## src/rtl/mem_arb_pkg.sv

```systemverilog
// Shared definitions for the data-memory arbiter: FSM encoding, port indices
// and the func3 access-size codes used by the data memory and load/store unit.
package mem_arb_pkg;

    typedef enum logic [1:0] {
        S_IDLE  = 2'd0,
        S_ISSUE = 2'd1,
        S_WAIT  = 2'd2,
        S_DONE  = 2'd3
    } state_t;

    localparam logic PORT_MEM = 1'b0;
    localparam logic PORT_AUX = 1'b1;

    localparam logic [2:0] F3_LB  = 3'b000;
    localparam logic [2:0] F3_LH  = 3'b001;
    localparam logic [2:0] F3_LW  = 3'b010;
    localparam logic [2:0] F3_LBU = 3'b100;
    localparam logic [2:0] F3_LHU = 3'b101;
    localparam logic [2:0] F3_SB  = 3'b000;
    localparam logic [2:0] F3_SH  = 3'b001;
    localparam logic [2:0] F3_SW  = 3'b010;

endpackage

```

## src/rtl/rr_arbiter2.sv

```systemverilog
// Two-way round-robin pick: a lone requester wins, a tie goes to the port not
// served last. The last-served pointer only moves when upd_i is asserted.
module rr_arbiter2
    import mem_arb_pkg::*;
(
    input  logic       clk_i,
    input  logic       rst_i,
    input  logic [1:0] req_i,
    input  logic       upd_i,
    input  logic       served_i,
    output logic       gnt_o
);

    // Resetting to PORT_AUX makes the first tie go to PORT_MEM.
    logic last_q;

    always_ff @(posedge clk_i) begin
        if (rst_i) begin
            last_q <= PORT_AUX;
        end else if (upd_i) begin
            last_q <= served_i;
        end
    end

    always_comb begin
        gnt_o = PORT_MEM;
        if (req_i == 2'b11) begin
            gnt_o = ~last_q;
        end else if (req_i[1]) begin
            gnt_o = PORT_AUX;
        end
    end

endmodule

```

## src/rtl/data_memory_arbiter.sv

```systemverilog
// Shares one strobe/busywait data-memory port between the MEM stage and an aux
// requester: latch winner, one-cycle strobe, wait out busywait (with timeout).
module data_memory_arbiter
    import mem_arb_pkg::*;
#(
    parameter int TIMEOUT = 64
) (
    input  logic        Clock,
    input  logic        Reset,
    input  logic        P0_Read,
    input  logic        P0_Write,
    input  logic [31:0] P0_Address,
    input  logic [31:0] P0_Write_data,
    input  logic [2:0]  P0_Func3,
    output logic [31:0] P0_Read_data,
    output logic        P0_busywait,
    input  logic        P1_Read,
    input  logic        P1_Write,
    input  logic [31:0] P1_Address,
    input  logic [31:0] P1_Write_data,
    input  logic [2:0]  P1_Func3,
    output logic [31:0] P1_Read_data,
    output logic        P1_busywait,
    output logic        Mem_Read,
    output logic        Mem_Write,
    output logic [31:0] Mem_Address,
    output logic [31:0] Mem_Write_data,
    output logic [2:0]  Mem_Func3,
    input  logic [31:0] Mem_Read_data,
    input  logic        Mem_busywait,
    output logic        Grant,
    output logic        Error
);

    localparam logic [7:0] TMO = 8'(TIMEOUT);

    state_t      state_q;
    logic        rd_q, wr_q, is_wr_q, grant_q, err_q, seen_q;
    logic [31:0] addr_q, wdata_q, rdata0_q, rdata1_q;
    logic [2:0]  f3_q;
    logic [7:0]  cnt_q, cnt_d;

    logic [1:0]  req;
    logic        gnt, win_wr, wait_ok, wait_tmo, ptr_upd;
    logic [31:0] win_addr, win_wdata;
    logic [2:0]  win_f3;

    assign req       = {P1_Read | P1_Write, P0_Read | P0_Write};
    assign win_wr    = gnt ? P1_Write      : P0_Write;
    assign win_addr  = gnt ? P1_Address    : P0_Address;
    assign win_wdata = gnt ? P1_Write_data : P0_Write_data;
    assign win_f3    = gnt ? P1_Func3      : P0_Func3;

    // Normal completion takes priority over a timeout landing in the same cycle.
    assign cnt_d    = cnt_q + 8'd1;
    assign wait_ok  = (state_q == S_WAIT) && !Mem_busywait && seen_q;
    assign wait_tmo = (state_q == S_WAIT) && !wait_ok && (cnt_d == TMO);
    assign ptr_upd  = wait_ok || wait_tmo;

    rr_arbiter2 u_arb (
        .clk_i    (Clock),
        .rst_i    (Reset),
        .req_i    (req),
        .upd_i    (ptr_upd),
        .served_i (grant_q),
        .gnt_o    (gnt)
    );

    always_ff @(posedge Clock) begin
        if (Reset) begin
            state_q  <= S_IDLE;
            rd_q     <= 1'b0;
            wr_q     <= 1'b0;
            is_wr_q  <= 1'b0;
            grant_q  <= PORT_MEM;
            err_q    <= 1'b0;
            seen_q   <= 1'b0;
            cnt_q    <= 8'd0;
            addr_q   <= 32'd0;
            wdata_q  <= 32'd0;
            f3_q     <= 3'd0;
            rdata0_q <= 32'd0;
            rdata1_q <= 32'd0;
        end else begin
            case (state_q)
                S_IDLE: begin
                    if (|req) begin
                        addr_q  <= win_addr;
                        wdata_q <= win_wdata;
                        f3_q    <= win_f3;
                        is_wr_q <= win_wr;
                        wr_q    <= win_wr;
                        rd_q    <= ~win_wr;
                        grant_q <= gnt;
                        state_q <= S_ISSUE;
                    end
                end
                S_ISSUE: begin
                    rd_q    <= 1'b0;
                    wr_q    <= 1'b0;
                    seen_q  <= 1'b0;
                    cnt_q   <= 8'd0;
                    state_q <= S_WAIT;
                end
                S_WAIT: begin
                    cnt_q <= cnt_d;
                    if (Mem_busywait) begin
                        seen_q <= 1'b1;
                        if (!is_wr_q) begin
                            if (grant_q) rdata1_q <= Mem_Read_data;
                            else         rdata0_q <= Mem_Read_data;
                        end
                    end
                    if (wait_ok) begin
                        state_q <= S_DONE;
                    end else if (wait_tmo) begin
                        err_q   <= 1'b1;
                        state_q <= S_DONE;
                        if (!is_wr_q) begin
                            if (grant_q) rdata1_q <= 32'd0;
                            else         rdata0_q <= 32'd0;
                        end
                    end
                end
                default: begin
                    state_q <= S_IDLE;
                end
            endcase
        end
    end

    assign P0_busywait    = req[0] & ~((state_q == S_DONE) && (grant_q == PORT_MEM));
    assign P1_busywait    = req[1] & ~((state_q == S_DONE) && (grant_q == PORT_AUX));
    assign P0_Read_data   = rdata0_q;
    assign P1_Read_data   = rdata1_q;
    assign Mem_Read       = rd_q;
    assign Mem_Write      = wr_q;
    assign Mem_Address    = addr_q;
    assign Mem_Write_data = wdata_q;
    assign Mem_Func3      = f3_q;
    assign Grant          = grant_q;
    assign Error          = err_q;

endmodule

```

## config.mk

```make
export PLATFORM = sky130hd
export DESIGN_NAME = data_memory_arbiter
export DESIGN_NICKNAME = d
export VERILOG_FILES = /design/src/rtl/mem_arb_pkg.sv /design/src/rtl/rr_arbiter2.sv /design/src/rtl/data_memory_arbiter.sv
export SDC_FILE = /design/constraint.sdc
export NUM_CORES = 1
export LEC_CHECK = 0
export CORE_UTILIZATION = 43
export CTS_CLUSTER_DIAMETER = 150
export DETAILED_ROUTE_END_ITERATION = 10
export PLACE_DENSITY_LB_ADDON = 0.08
export SETUP_SLACK_MARGIN = 0.02
export SLEW_MARGIN = 5
export SYNTH_ARGS = -nofsm -noshare
export SYNTH_HDL_FRONTEND = slang
export SYNTH_SLANG_ARGS = --single-unit
```

## constraint.sdc

```tcl
create_clock -name Clock -period 4.4 [get_ports Clock]
set_input_delay 1.32 -clock Clock [delete_from_list [all_inputs] [get_ports Clock]]
set_output_delay 1.32 -clock Clock [all_outputs]
set_load 0.05 [all_outputs]
```

# Yosys cells after proc, flatten, opt, wreduce, memory -nomap -nowiden
# Index checks and enable logic that the tools add are counted.
# word_totals
reg_bits	148
in_bits	173
out_inout_bits	137
word_cells	82
# classes
n_addsub	1
eq_ne	8
muxes	31
n_bitwise	10
reduce_logical	18
# ops
cell	n
$mux 32	16
$pmux 8 s2	1
$add 8x1->8 const B	1
$eq 8x7->1 const B	1
$reduce_and 2->1	4
$eq 2x2->1 const B	3
$logic_and 1x1->1	6
$mux 1	6
$mux 2	3
$not 1->1	6
$pmux 1 s2	3
$pmux 2 s3	1
$ne 2x2->1 const B	2
$reduce_bool 2->1	2
$mux 3	1
$ne 3x3->1 const B	1
$reduce_and 3->1	1
$and 1x1->1	2
$eq 2x1->1 const B	1
$logic_not 1->1	2
$logic_not 2->1	1
$or 1x1->1	2
$reduce_or 2->1	1
$logic_or 1x1->1	1

# Depth between registers and ports, before layout
# Gate-level depths: netlist of the first run.
# depth
word_depth	9
ltp_mapped	8
ltp_nobuf	7

# By module
# A second synthesis of the first run with hierarchy kept.
# hier_totals
cells_unflattened	585
hier_area_um2	6054.6
# modules_own_cells
module	n_inst	cells_per_inst	area_per_inst_um2	seq_area_each_um2
data_memory_arbiter	1	581	6012.0	2942.8
rr_arbiter2	1	4	42.5	20.0

# Worst setup path after synthesis of the first run
# Ideal clock, no wire load.
# synth_path
path_type	in2out
startpoint	input P0_Read
endpoint	output P0_busywait
arrival_time_ns	2.108
required_time_ns	3.080
setup_slack_ns	0.972
stages	2
n_path_buf	0
cell_sequence	nor2_1 > a21oi_1
# synth_between
elab_chain_len	2
# synth_rtl
element	line_no	text
start, declared	data_memory_arbiter.sv:10	input logic P0_Read,
$or 1x1->1	data_memory_arbiter.sv:48	assign req = {P1_Read | P1_Write, P0_Read | P0_Write};
$and 1x1->1	data_memory_arbiter.sv:132	assign P0_busywait = req[0] & ~((state_q == S_DONE) && (grant_q == PORT_MEM));
end, declared	data_memory_arbiter.sv:16	output logic P0_busywait,
# No other way between the ends.

# Final worst setup path of the first run
# layout_path
startpoint	input P0_Write
endpoint	output P0_busywait
# layout_between
elab_chain_len	2
# layout_rtl
element	line_no	text
start, declared	data_memory_arbiter.sv:11	input logic P0_Write,
$or 1x1->1	data_memory_arbiter.sv:48	
$and 1x1->1	data_memory_arbiter.sv:132	
# No other way between the ends.

==> results.txt, run 1 <==
Crit path launch type -> input pin
Clock latency on the worst-skew pair -> 0.42 ns
P_leak -> 4.026 nW
Syn Inst Count -> 589
Reg2reg start -> cnt_q[0]
R2r worst-path depth -> 7
Worst hold path class -> flip-flop to flip-flop
Mean Syn Cell Area -> 10.18 µm²
Worst-path clk slew -> 0.06 ns
Via-to-Cell Ratio -> 5.366
Placed Cells -> 1034
Routability cong. -> 0.8262
Net Sw Power -> 2.391 mW
Synth warn -> 0
Slowest-stage cell, CP -> clkdlybuf4s50_1
CP endpoint -> P0_busywait
Cell variety after synth -> 47
DRT iter0 DRCs -> 356
FF-to-FF setup slack -> 2.00 ns
H-tree depth -> 4
Post-layout nets -> 1056
Slew margin rel. -> 0.5326
# IOs -> 310
Synth-to-layout area growth -> 63.73%
Pin count of the biggest net entering global routing -> 136
Synth area leader -> dfxtp_1
Non-filler cells, final -> 1067
Clk sinks -> 148
Initial Utilization -> 0.4474
WP data arrival -> 2.32 ns
Status -> completed
Nature of the critical path endpoint -> output pin
Max Slew Vio Count -> 0
EDFF count, synth -> 0
Crit path cell chain -> clkdlybuf4s50_1 > nor2_1 > a21oi_1 > buf_4
Total wire length -> 19.09 mm
First-pass iteration count of the detailed router -> 4
Setup repair after global routing missed its margin -> no
CP max FO -> 5
Site Rows -> 42
Worst-margin pin slew -> 0.7011 ns
DRC viols -> 0
# port buffers -> 309
DIE WIDTH -> 120.1 µm
Initial antenna violation count -> 1
Mapped cell area -> 5996 µm²
Setup Fix Bufs, Post-CTS -> 0
Synth top cells by count -> dfxtp_1 (148), nor2_1 (85), mux2i_1 (69)
CTS buffer count -> 17
Final setup fails -> 0
Most frequent cell after synthesis -> dfxtp_1
FILL cells -> 961
HPWL after detailed placement -> 14.00 mm
Tmin final -> 3.644 ns
Post-CTS Hold Fix Bufs -> 0
Via count -> 5726
Clock power frac -> 0.257
Top post-synthesis cells by area -> dfxtp_1 (49%), mux2i_1 (12%), a22o_1 (9.3%), a211oi_1 (8.4%), nor2_1 (5.3%)
Most common flop cell mapped by yosys -> dfxtp_1
Top-area cell type share of the netlist area -> 0.4942
Reg area -> 2963 µm²
CTS Buffer Depth -> 2
Logic pwr share -> 0.438
Routed len/inst -> 17.89 µm
Layout cells sized above 1 -> 0.06404
Setup TNS -> 0 ns
Footprint of the multi-input gates -> 2814 µm²
Global route overflow -> 0
Int Power -> 3.427 mW
Critical R2R Capture -> P1_Read_data[0]
Number of synthesized register bits -> 148
Core box area -> 13400 µm²
Vias in the first global route -> 5731
Pwr Total -> 5.818 mW
Post-Route Skew -> 0.01278 ns
Die area -> 14420 µm²
First-pass GRT wire length -> 29.81 mm
Post-cts resize count -> 0
Root Buffer -> clkbuf_16
Max Cap Viol -> 0
Pwr dens -> 592.6 nW/µm²
Achievable frequency -> 274.4 MHz
Die Y -> 120.1 µm
Register share of total power -> 0.305
Switching part of the total -> 0.4110
Worst Setup Path Type -> input pin to output pin
Crit share post-route -> 0.8283
GRT Resource Usage Total -> 0.2688
Seq/Total Area, Yosys -> 0.4942
Final hold viol count -> 0
Ys async rst share -> 0
CP startpoint -> P0_Write
Critical path required time -> 3.08 ns
ANT nets after route -> 0
Mapped Nets -> 768
Worst IR Drop VDD -> 0.0004147 V
TritonCTS clock tree -> built
CP max stage delay -> 0.55 ns
state kept, by name, indices dropped and copies added (netlist names):
name,count
Mem_Write_data,32
Mem_Read,1
P0_Read_data,32
u_arb.last_q,1
Grant,1
cnt_q,8
P1_Read_data,32
state_q,2
Mem_Func3,3
seen_q,1
is_wr_q,1
Mem_Address,32
Error,1
Mem_Write,1
power by group through the flow:
stage	Combinational (mW)	Clock, mW	Sequential (mW)
4_1_cts	2.55	1.52	1.77
2_1_floorplan	0.778	0	2.68
6_report	2.55	1.50	1.78
3_5_place_dp	2.54	0	1.80
3_3_place_gp	2.50	0	1.78
5_1_grt	2.70	1.58	1.81
cell families (layout without fill, tap and decap cells):
group | Yosys count | after routing | share of synthesized area
DFF | 148 | 148 | 0.4942
adders and majority gates | 6 | 6 | 0.01252
other | 0 | 1 | 0
AOI/OAI and AO/OA | 171 | 171 | 0.2264
muxes | 71 | 71 | 0.1189
buffers and inverters | 54 | 355 | 0.04028
and+or+nand+nor | 139 | 139 | 0.1077
cell usage in the layout (no fill, tap or decap), types with 3 or more instances in the layout:
| cell | n |
|---|---|
| inv_1 | 6 |
| nand3_1 | 5 |
| clkdlybuf4s50_1 | 306 |
| ha_1 | 6 |
| mux2i_1 | 69 |
| dfxtp_1 | 148 |
| o21ai_0 | 7 |
| nand3b_1 | 3 |
| buf_12 | 3 |
| clkbuf_16 | 17 |
| buf_4 | 7 |
| a21oi_1 | 15 |
| a211oi_1 | 67 |
| nand2b_1 | 12 |
| inv_6 | 5 |
| nor2b_1 | 4 |
| nand2_1 | 12 |
| a22o_1 | 64 |
| bufinv_16 | 3 |
| nor2_1 | 85 |
per-stage QoR:
step,util,area (µm²),setup WS (ns),hold WS (ns)
after detailed placement,0.6866,9200,0.7750,0.4645
after global placement,0.6866,9200,0.8004,0.4421
after floorplan,-,5996,0.9716,0.4443
after CTS,0.7324,9814,0.7698,0.4802
final,0.7326,9817,0.7557,0.4759
after global routing,0.7326,9817,0.6763,0.4992
cell type report:
| type | count | share of cell area |
|---|---|---|
| diodes | 1 | 0.0002549 |
| clock buffers | 19 | 0.04512 |
| clock inverters | 13 | 0.01746 |
| inverters | 6 | 0.002294 |
| multi-input cells | 387 | 0.2866 |
| flip-flops and latches | 148 | 0.3018 |
| well taps | 176 | 0.02243 |
| repair buffers | 317 | 0.3240 |
worst max-delay path, delay by kind of cell:
family,cells,cell delay [ns]
AND/OR/NAND/NOR,1,0.07
AO/OA/AOI/OAI,1,0.16
buffers and inverters,2,0.78
routing by layer:
metal | vias up | share of wire | track usage
li1 | 2754 | - | -
met1 | 2700 | 0.37 | 0.2861
met2 | 229 | 0.51 | 0.4731
met3 | 43 | 0.079 | 0.08793
met4 | 0 | 0.039 | 0.1336
met5 | - | 0 | 0
worst min path at each step:
stage / depth (start not counted) / end / slack [ns] / from
2_1_floorplan: 2 / is_wr_q / 0.44 / is_wr_q
6_report: 1 / P1_Read_data[27] / 0.48 / P1_Read_data[27]
3_3_place_gp: 2 / Mem_Read / 0.44 / Mem_Read
3_5_place_dp: 1 / P1_Read_data[21] / 0.46 / P1_Read_data[21]
5_1_grt: 2 / Mem_Read / 0.50 / Mem_Read
4_1_cts: 2 / is_wr_q / 0.48 / is_wr_q
Power figures use the tool's default switching activity.
==> run 2: changes to the inputs <==
--- a/config.mk
+++ b/config.mk
@@ -5,7 +5,7 @@
 export SDC_FILE = /design/constraint.sdc
 export NUM_CORES = 1
 export LEC_CHECK = 0
-export CORE_UTILIZATION = 43
+export CORE_UTILIZATION = 40
 export CTS_CLUSTER_DIAMETER = 150
 export DETAILED_ROUTE_END_ITERATION = 10
 export PLACE_DENSITY_LB_ADDON = 0.08
==> constraint.sdc (replaced) <==
create_clock -name Clock -period 3.5 [get_ports Clock]
set_input_delay 1.05 -clock Clock [delete_from_list [all_inputs] [get_ports Clock]]
set_output_delay 1.05 -clock Clock [all_outputs]
set_load 0.05 [all_outputs]
==> results.txt, run 2 (synthesized netlist as in run 1, its figures left out) <==
R2r worst-path depth -> 7
Post-CTS Hold Fix Bufs -> 0
Setup TNS -> 0 ns
Slowest-stage cell, CP -> clkdlybuf4s50_1
DIE WIDTH -> 124.4 µm
Met2 Resource Use GR -> 0.4498
Met1 Usage GRT -> 0.2632
WHS Path Cells -> 2
DRC viols -> 0
Worst IR Drop VDD -> 0.0006322 V
GRT Resource Usage Total -> 0.2442
Root Buffer -> clkbuf_16
Post-layout nets -> 1060
Core box area -> 14590 µm²
Placed cell area -> 9265 µm²
Setup WS pre-CTS -> 0.3530 ns
Initial antenna violation count -> 0
Status -> completed
H-tree depth -> 4
Total wire length -> 19.18 mm
Final WS setup -> 0.3614 ns
Crit path buf inv count -> 2
Worst Setup Path Type -> input pin to output pin
Reg2reg start -> cnt_q[0]
Tmin final -> 3.139 ns
CP max stage delay -> 0.57 ns
First-pass iteration count of the detailed router -> 4
Critical R2R Capture -> P1_Read_data[0]
Worst-margin pin slew -> 0.8251 ns
Crit path cell chain -> clkdlybuf4s50_1 > nor2_1 > a21oi_1 > buf_12
ANT nets after route -> 0
Max Cap Viol -> 0
DRT iter0 DRCs -> 271
Pwr dens -> 736.3 nW/µm²
Post-cts resize count -> 0
Post-Route Skew -> 0.01159 ns
Setup repair after global routing missed its margin -> no
CTS buffer count -> 17
Via-to-Cell Ratio -> 5.241
Commonest non-fill, non-tap cells in the layout -> clkdlybuf4s50_1 (306), dfxtp_1 (148), nor2_1 (85)
Routability cong. -> 0.7936
Critical path required time -> 2.45 ns
TritonCTS clock tree -> built
P_leak -> 4.038 nW
Most common cell after layout, fill and taps aside -> clkdlybuf4s50_1
Nature of the critical path endpoint -> output pin
Crit path launch type -> input pin
FF-to-FF setup slack -> 1.06 ns
Clock latency on the worst-skew pair -> 0.42 ns
Final hold viol count -> 0
Synth-to-layout area growth -> 64.23%
HPWL after detailed placement -> 14.10 mm
Vias in the first global route -> 5630
Global route overflow -> 0
Routed len/inst -> 17.79 µm
Initial Utilization -> 0.4110
Worst hold path class -> flip-flop to flip-flop
Setup Fix Bufs, Post-CTS -> 0
Via count -> 5650
Site Rows -> 44
Crit share post-route -> 0.8968
Die area -> 15480 µm²
Layout cells sized above 1 -> 0.06823
Die Y -> 124.4 µm
CTS Buffer Depth -> 2
CP max FO -> 4
Busiest layer in global routing -> met2
Top delay family on crit path -> buffers and inverters
First-pass GRT wire length -> 29.83 mm
# port buffers -> 309
Finished Cell Area -> 9847 µm²
Ant. Diodes -> 0
Worst Hold End -> Mem_Read
Hold_sp -> Mem_Read
Worst-path clk slew -> 0.06 ns
Achievable frequency -> 318.6 MHz
Slew margin rel. -> 0.4499
Met3 track demand over resource -> 0.07732
Clk sinks -> 148
Pin count of the biggest net entering global routing -> 108
Final setup fails -> 0
WP data arrival -> 2.09 ns
# IOs -> 310
Max Slew Vio Count -> 0
## run 2: layer usage
layer  wire, µm  up-vias
met5          0        -
li1           -     2769
met2       9984      210
met1       7563     2651
met3       1340       20
met4        288        0
## run 2: area by class of cell
type | count | area, µm²
Clock buffer | 19 | 442.9
Clock inverter | 13 | 138.9
Fill cell | 1122 | 4742
Inverter | 6 | 22.52
Multi-Input combinational cell | 387 | 2814
Sequential cell | 148 | 2963
Tap cell | 184 | 230.2
Timing Repair Buffer | 321 | 3236
## run 2: tightest hold or removal path: cells and delay by family (launching register included)
family          cells  cell delay [ns]
flops               1             0.32
compound gates      1             0.06
simple gates        1             0.05
## run 2: stage by stage
stage / cells / total power, mW / hold WS (ns) / utilization
final: 1078 / 7.250 / 0.4737 / 0.6750
after global routing: 1078 / 7.580 / 0.4921 / 0.6750
after CTS: 1078 / 7.303 / 0.4750 / 0.6750
after detailed placement: 1046 / 5.495 / 0.4632 / 0.6351
after global placement: 1046 / 5.432 / 0.4433 / 0.6351
after floorplan: 589 / 4.345 / 0.4443 / -
## run 2: worst max path at each step
stage | cells past startpoint | slack (ns) | endpoint | startpoint
3_5_place_dp | 4 | 0.35 | P1_busywait | P1_Read
5_1_grt | 4 | 0.31 | P1_busywait | P1_Read
3_3_place_gp | 4 | 0.36 | P1_busywait | P1_Read
6_report | 4 | 0.36 | P1_busywait | P1_Read
4_1_cts | 4 | 0.35 | P1_busywait | P1_Read
2_1_floorplan | 2 | 0.61 | P0_busywait | P0_Read
## run 2: report_power, final
group	switching (mW)	total, mW	leakage [nW]	internal, mW
Sequential	0.191	2.23	1.21	2.04
Combinational	2.10	3.23	2.55	1.13
Clock	0.766	1.79	0.277	1.02
Total	3.05	7.25	4.04	4.20
